[config.mk]
export PLATFORM = sky130hd
export DESIGN_NAME = ip_bus_initiator
export DESIGN_NICKNAME = d
export VERILOG_FILES = /design/src/rtl/ip_bus_initiator_pkg.sv /design/src/rtl/ip_bus_cmd_fifo.sv /design/src/rtl/ip_bus_initiator.sv
export SDC_FILE = /design/constraint.sdc
export NUM_CORES = 1
export LEC_CHECK = 0
export BUFFER_PORTS_ARGS = -buffer_cell sky130_fd_sc_hd__buf_4
export CAP_MARGIN = 5
export CORE_UTILIZATION = 40
export DETAILED_ROUTE_END_ITERATION = 10
export PLACE_DENSITY_LB_ADDON = 0.1
export SLEW_MARGIN = 0
export SYNTH_ARGS = -nofsm -noshare
export SYNTH_HDL_FRONTEND = slang
export SYNTH_SLANG_ARGS = --single-unit
[constraint.sdc]
create_clock -name clk -period 3.2 [get_ports clk]
set_clock_uncertainty 0.05 [all_clocks]
set_input_delay 0 -clock clk [delete_from_list [all_inputs] [get_ports clk]]
set_output_delay 0 -clock clk [all_outputs]
set_load 0.02 [all_outputs]
[src/rtl/ip_bus_initiator_pkg.sv]
`default_nettype none
// ============================================================================
// Module   : ip_bus_initiator_pkg
// Brief    : Shared types and constants for the bus initiator and its FIFO.
// Revision : 1.0
// ============================================================================
package ip_bus_initiator_pkg;

  typedef enum logic [1:0] {
    ST_IDLE   = 2'd0,
    ST_SETUP  = 2'd1,
    ST_STROBE = 2'd2,
    ST_HOLD   = 2'd3
  } state_t;

  typedef struct packed {
    logic        write;
    logic        io;
    logic [15:0] address;
    logic [7:0]  wdata;
  } cmd_t;

  localparam logic [7:0] c_IDLE_DATA = 8'hFF;

endpackage
`default_nettype wire

[src/rtl/ip_bus_cmd_fifo.sv]
`default_nettype none
// ============================================================================
// Module   : ip_bus_cmd_fifo
// Brief    : Power-of-two synchronous FIFO exposing full/empty and its head.
// Revision : 1.0
// ============================================================================
module ip_bus_cmd_fifo #(
  parameter int DEPTH = 4,
  parameter int WIDTH = 26
) (
  input  logic             clk,
  input  logic             reset,
  input  logic             push,
  input  logic [WIDTH-1:0] push_data,
  input  logic             pop,
  output logic [WIDTH-1:0] head,
  output logic             full,
  output logic             empty
);

  localparam int             c_AW   = $clog2(DEPTH);
  localparam logic [c_AW:0]  c_FULL = (c_AW + 1)'(DEPTH);

  logic [WIDTH-1:0] r_mem [DEPTH];
  logic [c_AW-1:0]  r_wr_ptr;
  logic [c_AW-1:0]  r_rd_ptr;
  logic [c_AW:0]    r_count;

  // Pointers wrap naturally because DEPTH is a power of two.
  always_ff @(posedge clk) begin
    if (reset) begin
      r_wr_ptr <= '0;
      r_rd_ptr <= '0;
      r_count  <= '0;
    end else begin
      if (push) r_wr_ptr <= r_wr_ptr + 1'b1;
      if (pop)  r_rd_ptr <= r_rd_ptr + 1'b1;
      if (push && !pop)      r_count <= r_count + 1'b1;
      else if (pop && !push) r_count <= r_count - 1'b1;
    end
  end

  always_ff @(posedge clk) begin
    if (push) r_mem[r_wr_ptr] <= push_data;
  end

  assign head  = r_mem[r_rd_ptr];
  assign full  = (r_count == c_FULL);
  assign empty = (r_count == '0);

endmodule
`default_nettype wire

[src/rtl/ip_bus_initiator.sv]
`default_nettype none
// ============================================================================
// Module   : ip_bus_initiator
// Brief    : Queues host read/write commands and runs them as Z80-style
//            strobed bus cycles. Read timeout enabled by BUS_INITIATOR_TIMEOUT_EN.
// Revision : 1.0
// ============================================================================
module ip_bus_initiator
  import ip_bus_initiator_pkg::*;
#(
  parameter int         FIFO_DEPTH     = 4,
  parameter int         STROBE_CYCLES  = 2,
  parameter logic [7:0] TIMEOUT_CYCLES = 8'd255
) (
  input  logic        clk,
  input  logic        reset,
  input  logic        cmd_valid,
  output logic        cmd_ready,
  input  logic        cmd_write,
  input  logic        cmd_io,
  input  logic [15:0] cmd_address,
  input  logic [7:0]  cmd_wdata,
  output logic        rsp_valid,
  output logic [7:0]  rsp_rdata,
  output logic        rsp_timeout,
  output logic        busy,
  output logic        mreq_n,
  output logic        iorq_n,
  output logic        rd_n,
  output logic        wr_n,
  output logic [15:0] address,
  output logic [7:0]  wdata,
  input  logic [7:0]  rdata,
  input  logic        rdata_en,
  input  logic        wait_n
);

  // One counter serves both the write strobe length and the read timeout.
  localparam int c_STB_W = $clog2(STROBE_CYCLES + 1);
  localparam int c_CNT_W = (c_STB_W > $bits(TIMEOUT_CYCLES)) ? c_STB_W : $bits(TIMEOUT_CYCLES);

  state_t             r_state;
  state_t             w_state_nxt;
  cmd_t               r_cmd;
  cmd_t               w_head;
  cmd_t               w_push_cmd;
  logic [c_CNT_W-1:0] r_cnt;
  logic [7:0]         r_rdata;
  logic               r_rd_got;
  logic               r_timeout;
  logic               w_full;
  logic               w_empty;
  logic               w_push;
  logic               w_pop;
  logic               w_cnt_run;
  logic               w_timeout_hit;
  logic               w_strobe_done;

  assign w_push_cmd = '{write: cmd_write, io: cmd_io, address: cmd_address, wdata: cmd_wdata};
  assign cmd_ready  = !w_full;
  assign w_push     = cmd_valid && cmd_ready;

  ip_bus_cmd_fifo #(
    .DEPTH (FIFO_DEPTH),
    .WIDTH ($bits(cmd_t))
  ) u_fifo (
    .clk       (clk),
    .reset     (reset),
    .push      (w_push),
    .push_data (w_push_cmd),
    .pop       (w_pop),
    .head      (w_head),
    .full      (w_full),
    .empty     (w_empty)
  );

`ifdef BUS_INITIATOR_TIMEOUT_EN
  assign w_cnt_run     = wait_n && (r_cmd.write || (!rdata_en && !r_rd_got));
  assign w_timeout_hit = !r_cmd.write && wait_n && !rdata_en && !r_rd_got &&
                         (r_cnt == c_CNT_W'(TIMEOUT_CYCLES - 8'd1));
`else
  assign w_cnt_run     = wait_n && r_cmd.write;
  assign w_timeout_hit = 1'b0;
`endif

  // A read may see rdata_en while wait_n is low; the captured flag keeps it pending.
  assign w_strobe_done = r_cmd.write ? (wait_n && (r_cnt == c_CNT_W'(STROBE_CYCLES - 1)))
                                     : ((wait_n && (rdata_en || r_rd_got)) || w_timeout_hit);

  always_ff @(posedge clk) begin
    if (reset) r_state <= ST_IDLE;
    else       r_state <= w_state_nxt;
  end

  always_comb begin
    w_state_nxt = r_state;
    w_pop       = 1'b0;
    case (r_state)
      ST_IDLE: begin
        if (!w_empty) begin
          w_pop       = 1'b1;
          w_state_nxt = ST_SETUP;
        end
      end
      ST_SETUP:  w_state_nxt = ST_STROBE;
      ST_STROBE: if (w_strobe_done) w_state_nxt = ST_HOLD;
      ST_HOLD:   w_state_nxt = ST_IDLE;
      default:   w_state_nxt = ST_IDLE;
    endcase
  end

  always_ff @(posedge clk) begin
    if (reset) begin
      r_cmd     <= '0;
      r_cnt     <= '0;
      r_rdata   <= c_IDLE_DATA;
      r_rd_got  <= 1'b0;
      r_timeout <= 1'b0;
    end else if (w_pop) begin
      r_cmd     <= w_head;
      r_cnt     <= '0;
      r_rdata   <= c_IDLE_DATA;
      r_rd_got  <= 1'b0;
      r_timeout <= 1'b0;
    end else if (r_state == ST_STROBE) begin
      if (!r_cmd.write && rdata_en && !r_rd_got) begin
        r_rdata  <= rdata;
        r_rd_got <= 1'b1;
      end
      if (w_cnt_run)     r_cnt     <= r_cnt + 1'b1;
      if (w_timeout_hit) r_timeout <= 1'b1;
    end
  end

  always_comb begin
    mreq_n      = 1'b1;
    iorq_n      = 1'b1;
    rd_n        = 1'b1;
    wr_n        = 1'b1;
    rsp_valid   = 1'b0;
    rsp_rdata   = c_IDLE_DATA;
    rsp_timeout = 1'b0;
    if (r_state == ST_STROBE) begin
      if (r_cmd.io)    iorq_n = 1'b0;
      else             mreq_n = 1'b0;
      if (r_cmd.write) wr_n   = 1'b0;
      else             rd_n   = 1'b0;
    end
    if (r_state == ST_HOLD) begin
      rsp_valid   = 1'b1;
      rsp_rdata   = r_rdata;
      rsp_timeout = r_timeout;
    end
  end

  assign address = r_cmd.address;
  assign wdata   = r_cmd.wdata;
  assign busy    = !w_empty || (r_state != ST_IDLE);

endmodule
`default_nettype wire

==> results of run 1 <==
## metrics by stage
step                      hold WS, ps  cell area, µm²  power [W]  util, %  instances
after detailed placement          157            6720    0.00453     44.4        647
after global placement            152            6720    0.00449     44.4        647
after floorplan                  48.9            6180    0.00413        -        421
after CTS                        15.5            7660    0.00650     50.5        715
after global routing             39.0            7660    0.00676     50.5        715
final                            34.2            7660    0.00640     50.5        715
## cells in the mapped netlist, types with 3 or more instances
library cell    n  area share, %
xnor2_1         5           0.71
ha_1           10            2.0
dfxtp_1        52             17
and2_1          4           0.40
nor2_1         19            1.2
nand4_1         3           0.30
edfxtp_1      104             51
a21oi_1        28            2.3
mux2i_1        11            1.8
xor2_1          7           0.99
nor3_1          3           0.24
nand2b_1       12            1.2
inv_1           7           0.43
mux4_2         26            9.5
buf_2           6           0.49
clkbuf_1        5           0.30
nand2_1        68            4.1
buf_4          26            3.2
buf_6           6            1.1
## sequential cells by signal, indices dropped and copies added (netlist names)
register,cells
address,16
r_state,2
u_fifo.r_mem,104
r_rdata,8
r_rd_got,1
u_fifo.r_wr_ptr,2
u_fifo.r_count,3
u_fifo.r_rd_ptr,2
r_cnt,8
r_cmd,2
wdata,8
## worst reg2reg max path: stages (launching register included)
cell and delay, ps:
dfxtp_1 440, nor2_1 120, a21boi_2 300, ha_1 250, inv_1 60, fa_1 370
xor2_1 180, or3_1 300, a21oi_1 140
## metal layers
| metal | global-route usage [%] | vias to the layer above | share of wire [%] |
|---|---|---|---|
| met4 | 7.02 | 0 | 1.4 |
| met1 | 19.0 | 1699 | 45 |
| met2 | 26.0 | 76 | 50 |
| met3 | 4.38 | 16 | 3.5 |
| met5 | 0 | - | 0 |
| li1 | - | 1673 | - |
## timing repair
action                                  CTS  global route
endpoints found under the hold margin   145             0
hold buffers                             36             0
endpoints found under the setup margin    0             0
## power by group
group | switching (W) | total, W | internal (W)
logic | 0.000951 | 0.00176 | 0.000804
registers | 0.000233 | 0.00271 | 0.00247
clock network | 0.000799 | 0.00193 | 0.00114
total | 0.00198 | 0.00640 | 0.00441
## how the worst min path moves through the flow
stage / from / end / slack (ps)
detailed placement: cmd_address[4] / u_fifo.r_mem[2][12]$_DFFE_PP_ / 160
floorplan: cmd_wdata[0] / u_fifo.r_mem[0][0]$_DFFE_PP_ / 50
finish: wait_n / r_state[1]$_SDFFE_PP0P_ / 30
global route: wait_n / r_state[1]$_SDFFE_PP0P_ / 40
CTS: wait_n / r_state[1]$_SDFFE_PP0P_ / 20
global placement: cmd_io / u_fifo.r_mem[0][24]$_DFFE_PP_ / 150
## layout make-up
type | instances | area share [%]
clock buffers | 20 | 6.10
clock inverters | 12 | 1.45
inverters | 8 | 0.392
multi-input cells | 214 | 21.9
flip-flops and latches | 156 | 54.4
well taps | 188 | 3.07
repair buffers | 117 | 12.6
## logic make-up (layout without fill, tap and decap cells)
family	count (synthesis)	after routing	synth area share, %
flip-flops	156	156	67.4
AND/OR/NAND/NOR	119	119	8.55
buffers and inverters	51	157	5.53
multiplexers	37	37	11.3
AO/OA/AOI/OAI	34	34	3.16
XOR/XNOR	12	12	1.70
adder cells (fa/ha/maj)	11	11	2.35
other	1	1	0.0607
==> impl_metrics.yaml, run 1 <==
hold_path:
  hp-class: "in2reg"
  hold_depth: 4
timing:
  final_max_slew_viol_count: 0
  max_freq_mhz: 439
  layout_setup_ws_ps: 920
  worst_pin_slew_ps: 782
  hold_viol: 0
  slew_headroom_pct: 47.9
  tns_ps: 0
  layout_min_cycle_time_ps: 2280
  post-route-period-util_pct: 71.3
  setup_viol: 0
  rsz0062_at_grt: "no"
placement:
  io_buffers: 77
  dpl.hpwl_um: 6720
  routabilityCongestion: 0.748
  place_ws_ps: 936
die:
  die_h_um: 126
  top_level_ports: 79
  rows: 45
  start_util_pct: 40.8
  die_w_um: 126
  core_mm2: 0.0151
  design.die.area_mm2: 0.0159
yosys:
  synth_area_mm2: 0.00618
  async_flop_share_pct: 0
  ys_types: 36
  syn_inst: 421
  synth_fp_nets: 471
  seq_area_frac_synth_pct: 67.4
  yosys_most_used_dff: "edfxtp_1"
  avgSynthCellArea_um2: 14.7
  yosys_warnings: 0
  ys_ff_latch: 156
  synth_edf_count: 104
global_routing:
  grt_pass1_wl_um: 18300
  grt_start_max_net_pins: 39
  overflow: 0
  track_usage_pct: 15.6
  grt_pass1_vias: 3477
  grt_antenna_before_repair: 0
clock_network:
  clock_sinks: 156
  clk_pin_slew_ps: 60
  clk_path_buf_depth: 2
  cts_resized: 0
  post_cts_buffers: 0
  cts_tree: "done"
  numCtsBuffers: 17
  root_buffer: "clkbuf_16"
  clk_latency_ps: 420
  h-tree-depth: 4
setup_path:
  worstSetupPathType: "reg2reg"
  worstPathArrival_ps: 2580
  crit_family: "adder cells"
  critPathMaxFanout: 7
  worst_setup_path_end_kind: "register"
  critical_path_depth: 8
  r2r-end: "u_fifo.r_count[2]$_SDFFE_PP0P_"
  path_cells: "nor2_1 -> a21boi_2 -> ha_1 -> inv_1 -> fa_1 -> xor2_1 -> or3_1 -> a21oi_1"
  critPathBufInv: 1
  slowest_delay_ps: 440
  critical_path.slowest_cell: "dfxtp_1"
  worstPathRequired_ps: 3500
  crit_path_end: "u_fifo.r_count[2]$_SDFFE_PP0P_"
  critPathLaunch: "u_fifo.r_count[0]$_SDFFE_PP0P_"
  r2r_cells: 8
  rrSetupSlack_ps: 920
  crit_path_start_kind: "register"
  reg2reg_from: "u_fifo.r_count[0]$_SDFFE_PP0P_"
routing:
  drc: 0
  postRouteAntennaNets: 0
  wl_per_cell_um: 16.0
  drt_iter0_drc: 190
  vias: 3464
  firstDrtPassIters: 6
  viasPerCell: 4.84
  wirelength_um: 11400
finish:
  drive_above_1_share_pct: 28.7
  multi_input_area_mm2: 0.00168
  final_common_cell: "edfxtp_1"
  final_nets: 564
  area_growth_pct: 23.9
  fill_cells: 1318
  register_area_mm2: 0.00417
  n_antenna_cell: 0
  final_cell_mix: "104 x edfxtp_1, 81 x buf_4, 68 x nand2_1"
power:
  p_leak_nw: 2.72
  ir_drop_uv: 406
  power.density_mw_per_mm2: 835
outcome:
  status: "complete, no violations"
job:
  cap_violations: 0
No activity file was read; power rests on OpenSTA's default activity.
==> run 2, diff against run 1 <==
==> constraint.sdc (replaced) <==
create_clock -name clk -period 2.15 [get_ports clk]
set_clock_uncertainty 0.05 [all_clocks]
set_input_delay 0 -clock clk [delete_from_list [all_inputs] [get_ports clk]]
set_output_delay 0 -clock clk [all_outputs]
set_load 0.02 [all_outputs]
==> run 2 against run 1 <==
  * Total power is 52% higher
  * Combinational power up 65%
  * Critical endpoint unchanged
  * Worst hold slack worse by 6.8 ps
  * Largest cell class unchanged
  * Non-clock buffer count increased by 12
  * Count of clock-buffer cells in the layout is 3 lower
  * Cell count up 1.7%
  * Fmax rose by 11%
  * Sequential power up 44%
  * Via count increased by 1.8%
  * Sequential share of layout area fell by 0.81 points
==> impl_metrics.yaml, run 2 (synthesis gave the netlist of run 1 again) <==
clock_network:
  clk_pin_slew_ps: 70
  h-tree-depth: 4
  cts_tree: "done"
  post_cts_buffers: 0
  clk_path_buf_depth: 2
  numCtsBuffers: 17
  clk_latency_ps: 430
  root_buffer: "clkbuf_16"
  clock_sinks: 156
finish:
  register_area_mm2: 0.00417
  largest_reg_flops: 104
  multi_input_area_mm2: 0.00170
  max_flop_register: "u_fifo.r_mem"
  area_growth_pct: 25.9
  final_nets: 576
  post-route-cell-area_mm2: 0.00778
  final_cell_mix: "104 x edfxtp_1, 94 x buf_4, 68 x nand2_1"
  n_antenna_cell: 0
  drive_above_1_share_pct: 31.0
  final_common_cell: "edfxtp_1"
  fill_cells: 1296
setup_path:
  worstPathArrival_ps: 2360
  slowest_delay_ps: 350
  critPathLaunch: "r_state[0]$_SDFFE_PP0P_"
  reg2reg_from: "r_state[0]$_SDFFE_PP0P_"
  critical_path.slowest_cell: "dfxtp_2"
  cpMostUsedCell: "inv_1"
  critPathMaxFanout: 3
  worstSetupPathType: "reg2reg"
  path_cells: "inv_1 -> ha_2 -> o31a_4 -> inv_4 -> ha_4 -> inv_1 -> fa_2 -> xor2_1 -> or3_1 -> a21oi_2"
  worstPathRequired_ps: 2460
  r2r_cells: 10
  worst_setup_path_end_kind: "register"
  crit_path_start_kind: "register"
power:
  p_leak_nw: 2.79
  sw_frac_of_total_pct: 31.9
  p_int_w: 0.00662
  ir_drop_uv: 789
  sequentialPowerShare_pct: 40.0
  comb_power_share_pct: 29.8
  p_clk_share_pct: 30.2
  switchingPower_w: 0.00310
  power.density_mw_per_mm2: 1250
timing:
  max_freq_mhz: 488
  post-route-period-util_pct: 95.4
  hold_viol: 0
  layout_setup_ws_ps: 99.8
  tns_ps: 0
  whs_ps: 27.5
  setup_viol: 0
  layout_min_cycle_time_ps: 2050
  final_max_slew_viol_count: 0
die:
  start_util_pct: 40.8
  die_h_um: 126
  top_level_ports: 79
  core_mm2: 0.0151
  die_w_um: 126
  rows: 45
  design.die.area_mm2: 0.0159
routing:
  viasPerCell: 4.85
  firstDrtPassIters: 4
  drc: 0
  postRouteAntennaNets: 0
  wirelength_um: 11500
  vias: 3527
  wl_per_cell_um: 15.8
  drt_iter0_drc: 174
placement:
  place_ws_ps: 85.7
  routabilityCongestion: 0.712
  dpl.hpwl_um: 7070
  io_buffers: 77
  place_area_mm2: 0.00684
hold_path:
  hp-class: "in2reg"
  hp-start: "wait_n"
  hold_depth: 4
job:
  cap_violations: 0
global_routing:
  grt_antenna_before_repair: 0
  grt_pass1_vias: 3533
  grt_pass1_wl_um: 18400
  track_usage_pct: 15.6
  overflow: 0
  grt_start_max_net_pins: 39
outcome:
  status: "complete, no violations"
==> run 2: cell count changes in the layout (fill, tap and decap cells not counted), moves of 2 or more <==
cell	previous run	this run
and2_1	0	4
and2_2	4	0
buf_4	81	94
clkbuf_8	3	0
clkinv_2	3	1
dfxtp_1	50	47
dfxtp_2	2	5
ha_1	10	8
inv_8	0	5
==> run 2: cell type report <==
| type | count | share of cell area (%) |
|---|---|---|
| flip-flops and latches | 156 | 53.6 |
| repair buffers | 129 | 13.6 |
| clock buffers | 17 | 5.47 |
| multi-input cells | 214 | 21.9 |
| clock inverters | 15 | 2.03 |
| inverters | 8 | 0.418 |
| well taps | 188 | 3.02 |
==> run 2: power groups by stage <==
stage	Sequential (W)	Combinational [W]	Clock, W
after floorplan	0.00389	0.00232	0
after global placement	0.00393	0.00288	0
after detailed placement	0.00395	0.00292	0
after CTS	0.00389	0.00298	0.00302
after global routing	0.00394	0.00323	0.00314
final	0.00389	0.00290	0.00294
==> run 2: metrics by stage <==
step                      utilization [%]  power, W  std cells
after global routing                 51.4    0.0103        727
after global placement               45.2   0.00681        660
after floorplan                         -   0.00621        421
after CTS                            51.3   0.00989        727
after detailed placement             45.2   0.00688        660
final                                51.4   0.00972        727
==> run 2: final timing paths <==
kind | end | slack (ps)
setup / recovery | u_fifo.r_count[2]$_SDFFE_PP0P_ | 100
hold / removal | r_state[1]$_SDFFE_PP0P_ | 30
setup reg to reg | u_fifo.r_count[2]$_SDFFE_PP0P_ | 100
hold reg to reg | wdata[2]$_SDFFE_PP0P_ | 400
==> run 2: what timing repair did <==
item / in CTS / in global routing
gates resized for setup: 0 / 3
endpoints found under the hold margin: 145 / 0
hold buffers: 35 / 0
endpoints found under the setup margin: 0 / 1
==> run 2: layer usage <==
layer	vias up	GRT usage, %	wire length, µm
met3	10	4.42	449
met1	1736	19.1	5240
li1	1703	-	-
met5	-	0	0
met2	78	26.3	5680
met4	0	5.95	132
==> run 2: worst max-delay path, delay by kind of cell (launching register included) <==
kind,cells,cell delay [ps]
flip-flops,1,350
AO/OA/AOI/OAI,2,250
XOR/XNOR,1,170
AND/OR/NAND/NOR,1,330
adder cells (fa/ha/maj),3,670
buffers and inverters,3,190
==> run 3, diff against run 2 <==
--- a/config.mk
+++ b/config.mk
@@ -10,6 +10,7 @@
 export CORE_UTILIZATION = 40
 export DETAILED_ROUTE_END_ITERATION = 10
 export PLACE_DENSITY_LB_ADDON = 0.1
+export SETUP_SLACK_MARGIN = 0.3
 export SLEW_MARGIN = 0
 export SYNTH_ARGS = -nofsm -noshare
 export SYNTH_HDL_FRONTEND = slang
==> run 3 against run 2 <==
  * Clock power increased by 4%
  * Critical endpoint unchanged
  * Setup slack improved by 27 ps
  * Design area increased by 1.3%
  * Highest routed layer unchanged
  * Critical path type unchanged
  * Worst hold slack got worse by 9.5 ps
==> impl_metrics.yaml, run 3 (synthesis gave the netlist of run 1 again) <==
timing:
  rsz0062_at_grt: "yes"
  post-route-period-util_pct: 94.1
  setup_viol: 0
  final_max_slew_viol_count: 0
  layout_min_cycle_time_ps: 2020
  whs_ps: 18.0
  tns_ps: 0
  hold_viol: 0
  max_freq_mhz: 494
finish:
  drive_above_1_share_pct: 32.3
  final_common_cell: "edfxtp_1"
  final_nets: 579
  n_antenna_cell: 0
  fill_cells: 1291
  max_flop_register: "u_fifo.r_mem"
  final_cell_mix: "104 x edfxtp_1, 94 x buf_4, 68 x nand2_1"
  final_core_util_pct: 52.0
  register_area_mm2: 0.00417
  area_growth_pct: 27.5
  post-route-cell-area_mm2: 0.00788
  largest_reg_flops: 104
  multi_input_area_mm2: 0.00172
power:
  ir_drop_uv: 653
  comb_power_share_pct: 30.1
  sw_frac_of_total_pct: 30.9
  switchingPower_w: 0.00307
  p_int_w: 0.00688
  p_clk_share_pct: 30.8
  p_leak_nw: 2.82
  sequentialPowerShare_pct: 39.2
  power.density_mw_per_mm2: 1260
routing:
  wl_per_cell_um: 16.5
  drc: 0
  drt_iter0_drc: 161
  viasPerCell: 4.92
  wirelength_um: 12100
  vias: 3594
  firstDrtPassIters: 4
  postRouteAntennaNets: 0
clock_network:
  root_buffer: "clkbuf_16"
  cts_tree: "done"
  clk_latency_ps: 420
  clock_sinks: 156
  clk_path_buf_depth: 2
  clk_pin_slew_ps: 60
  numCtsBuffers: 17
  h-tree-depth: 4
placement:
  place_area_mm2: 0.00686
  routabilityCongestion: 0.717
  dpl.hpwl_um: 7250
  io_buffers: 77
die:
  rows: 45
  start_util_pct: 40.8
  top_level_ports: 79
  design.die.area_mm2: 0.0159
  die_w_um: 126
  die_h_um: 126
  core_mm2: 0.0151
job:
  cap_violations: 0
setup_path:
  worstPathArrival_ps: 2330
  slowest_delay_ps: 370
  worst_setup_path_end_kind: "register"
  path_cells: "o31a_4 -> inv_4 -> ha_4 -> inv_2 -> fa_2 -> xor2_1 -> or3_1 -> a21oi_2"
  crit_path_start_kind: "register"
  critPathMaxFanout: 5
  worstSetupPathType: "reg2reg"
  critical_path.slowest_cell: "o31a_4"
  crit_family: "compound AO/OA/AOI/OAI gates"
  critPathBufInv: 2
  worstPathRequired_ps: 2460
global_routing:
  track_usage_pct: 16.7
  grt_start_max_net_pins: 31
  overflow: 0
  grt_antenna_before_repair: 0
  grt_pass1_vias: 3668
  grt_pass1_wl_um: 19500
hold_path:
  hp-class: "in2reg"
outcome:
  status: "complete, no violations"
run 3: cell types whose count changed in the layout (fill, tap and decap cells not counted), sizes merged:
cell	before	now
buf	94	96
bufinv	1	3
dlygate4sd3	35	36
inv	15	12
clkinvlp	3	5
clkinv	4	3
run 3: path summary, 6_finish.rpt:
kind                             startpoint                              to  slack (ps)  cells after the start
min                                  wait_n         r_state[1]$_SDFFE_PP0P_          20                      4
max reg2reg  u_fifo.r_count[1]$_SDFFE_PP0P_  u_fifo.r_count[2]$_SDFFE_PP0P_         130                      8
max          u_fifo.r_count[1]$_SDFFE_PP0P_  u_fifo.r_count[2]$_SDFFE_PP0P_         130                      8
min reg2reg         address[9]$_SDFFE_PP0P_         address[9]$_SDFFE_PP0P_         400                      2
run 3: tightest hold or removal path, delay by kind of cell:
family                 cells  cell delay (ps)
AOI/OAI and AO/OA          1              120
buffers and inverters      1              120
muxes                      1              110
and+or+nand+nor            1               90
run 3: metrics by stage:
step	std cells	power, W	worst slack, ps
finish	730	0.00995	127
global route	730	0.0105	43.4
CTS	730	0.0101	129
detailed placement	660	0.00693	82.8
global placement	660	0.00687	207
floorplan	421	0.00622	59.6
run 3: timing repair:
action / CTS / global route
gates cloned: 0 / 0
hold endpoints to repair: 142 / 0
hold buffers: 37 / 0
setup endpoints to repair: 1 / 10
buffers inserted: 1 / 0
gates resized for setup: 3 / 2
run 3: cell type report:
cell class | count | share of cell area (%)
Clock buffer | 17 | 5.40
Clock inverter | 15 | 2.37
Inverter | 8 | 0.413
Multi-Input combinational cell | 214 | 21.9
Sequential cell | 156 | 52.9
Tap cell | 188 | 2.99
Timing Repair Buffer | 132 | 14.0
run 3: power groups by stage:
stage	combinational (W)	sequential [W]	clock, W
after floorplan	0.00233	0.00389	0
after global placement	0.00294	0.00394	0
after detailed placement	0.00297	0.00397	0
after CTS	0.00308	0.00390	0.00315
after global routing	0.00332	0.00395	0.00326
final	0.00300	0.00390	0.00306
run 3: layer usage:
metal  track usage (%)  vias up  part of all wire [%]
met2              28.3       71                    50
met3              3.36       14                   3.1
met1              20.3     1801                    45
li1                  -     1708                     -
met4              8.29        0                   1.9
met5                 0        -                     0
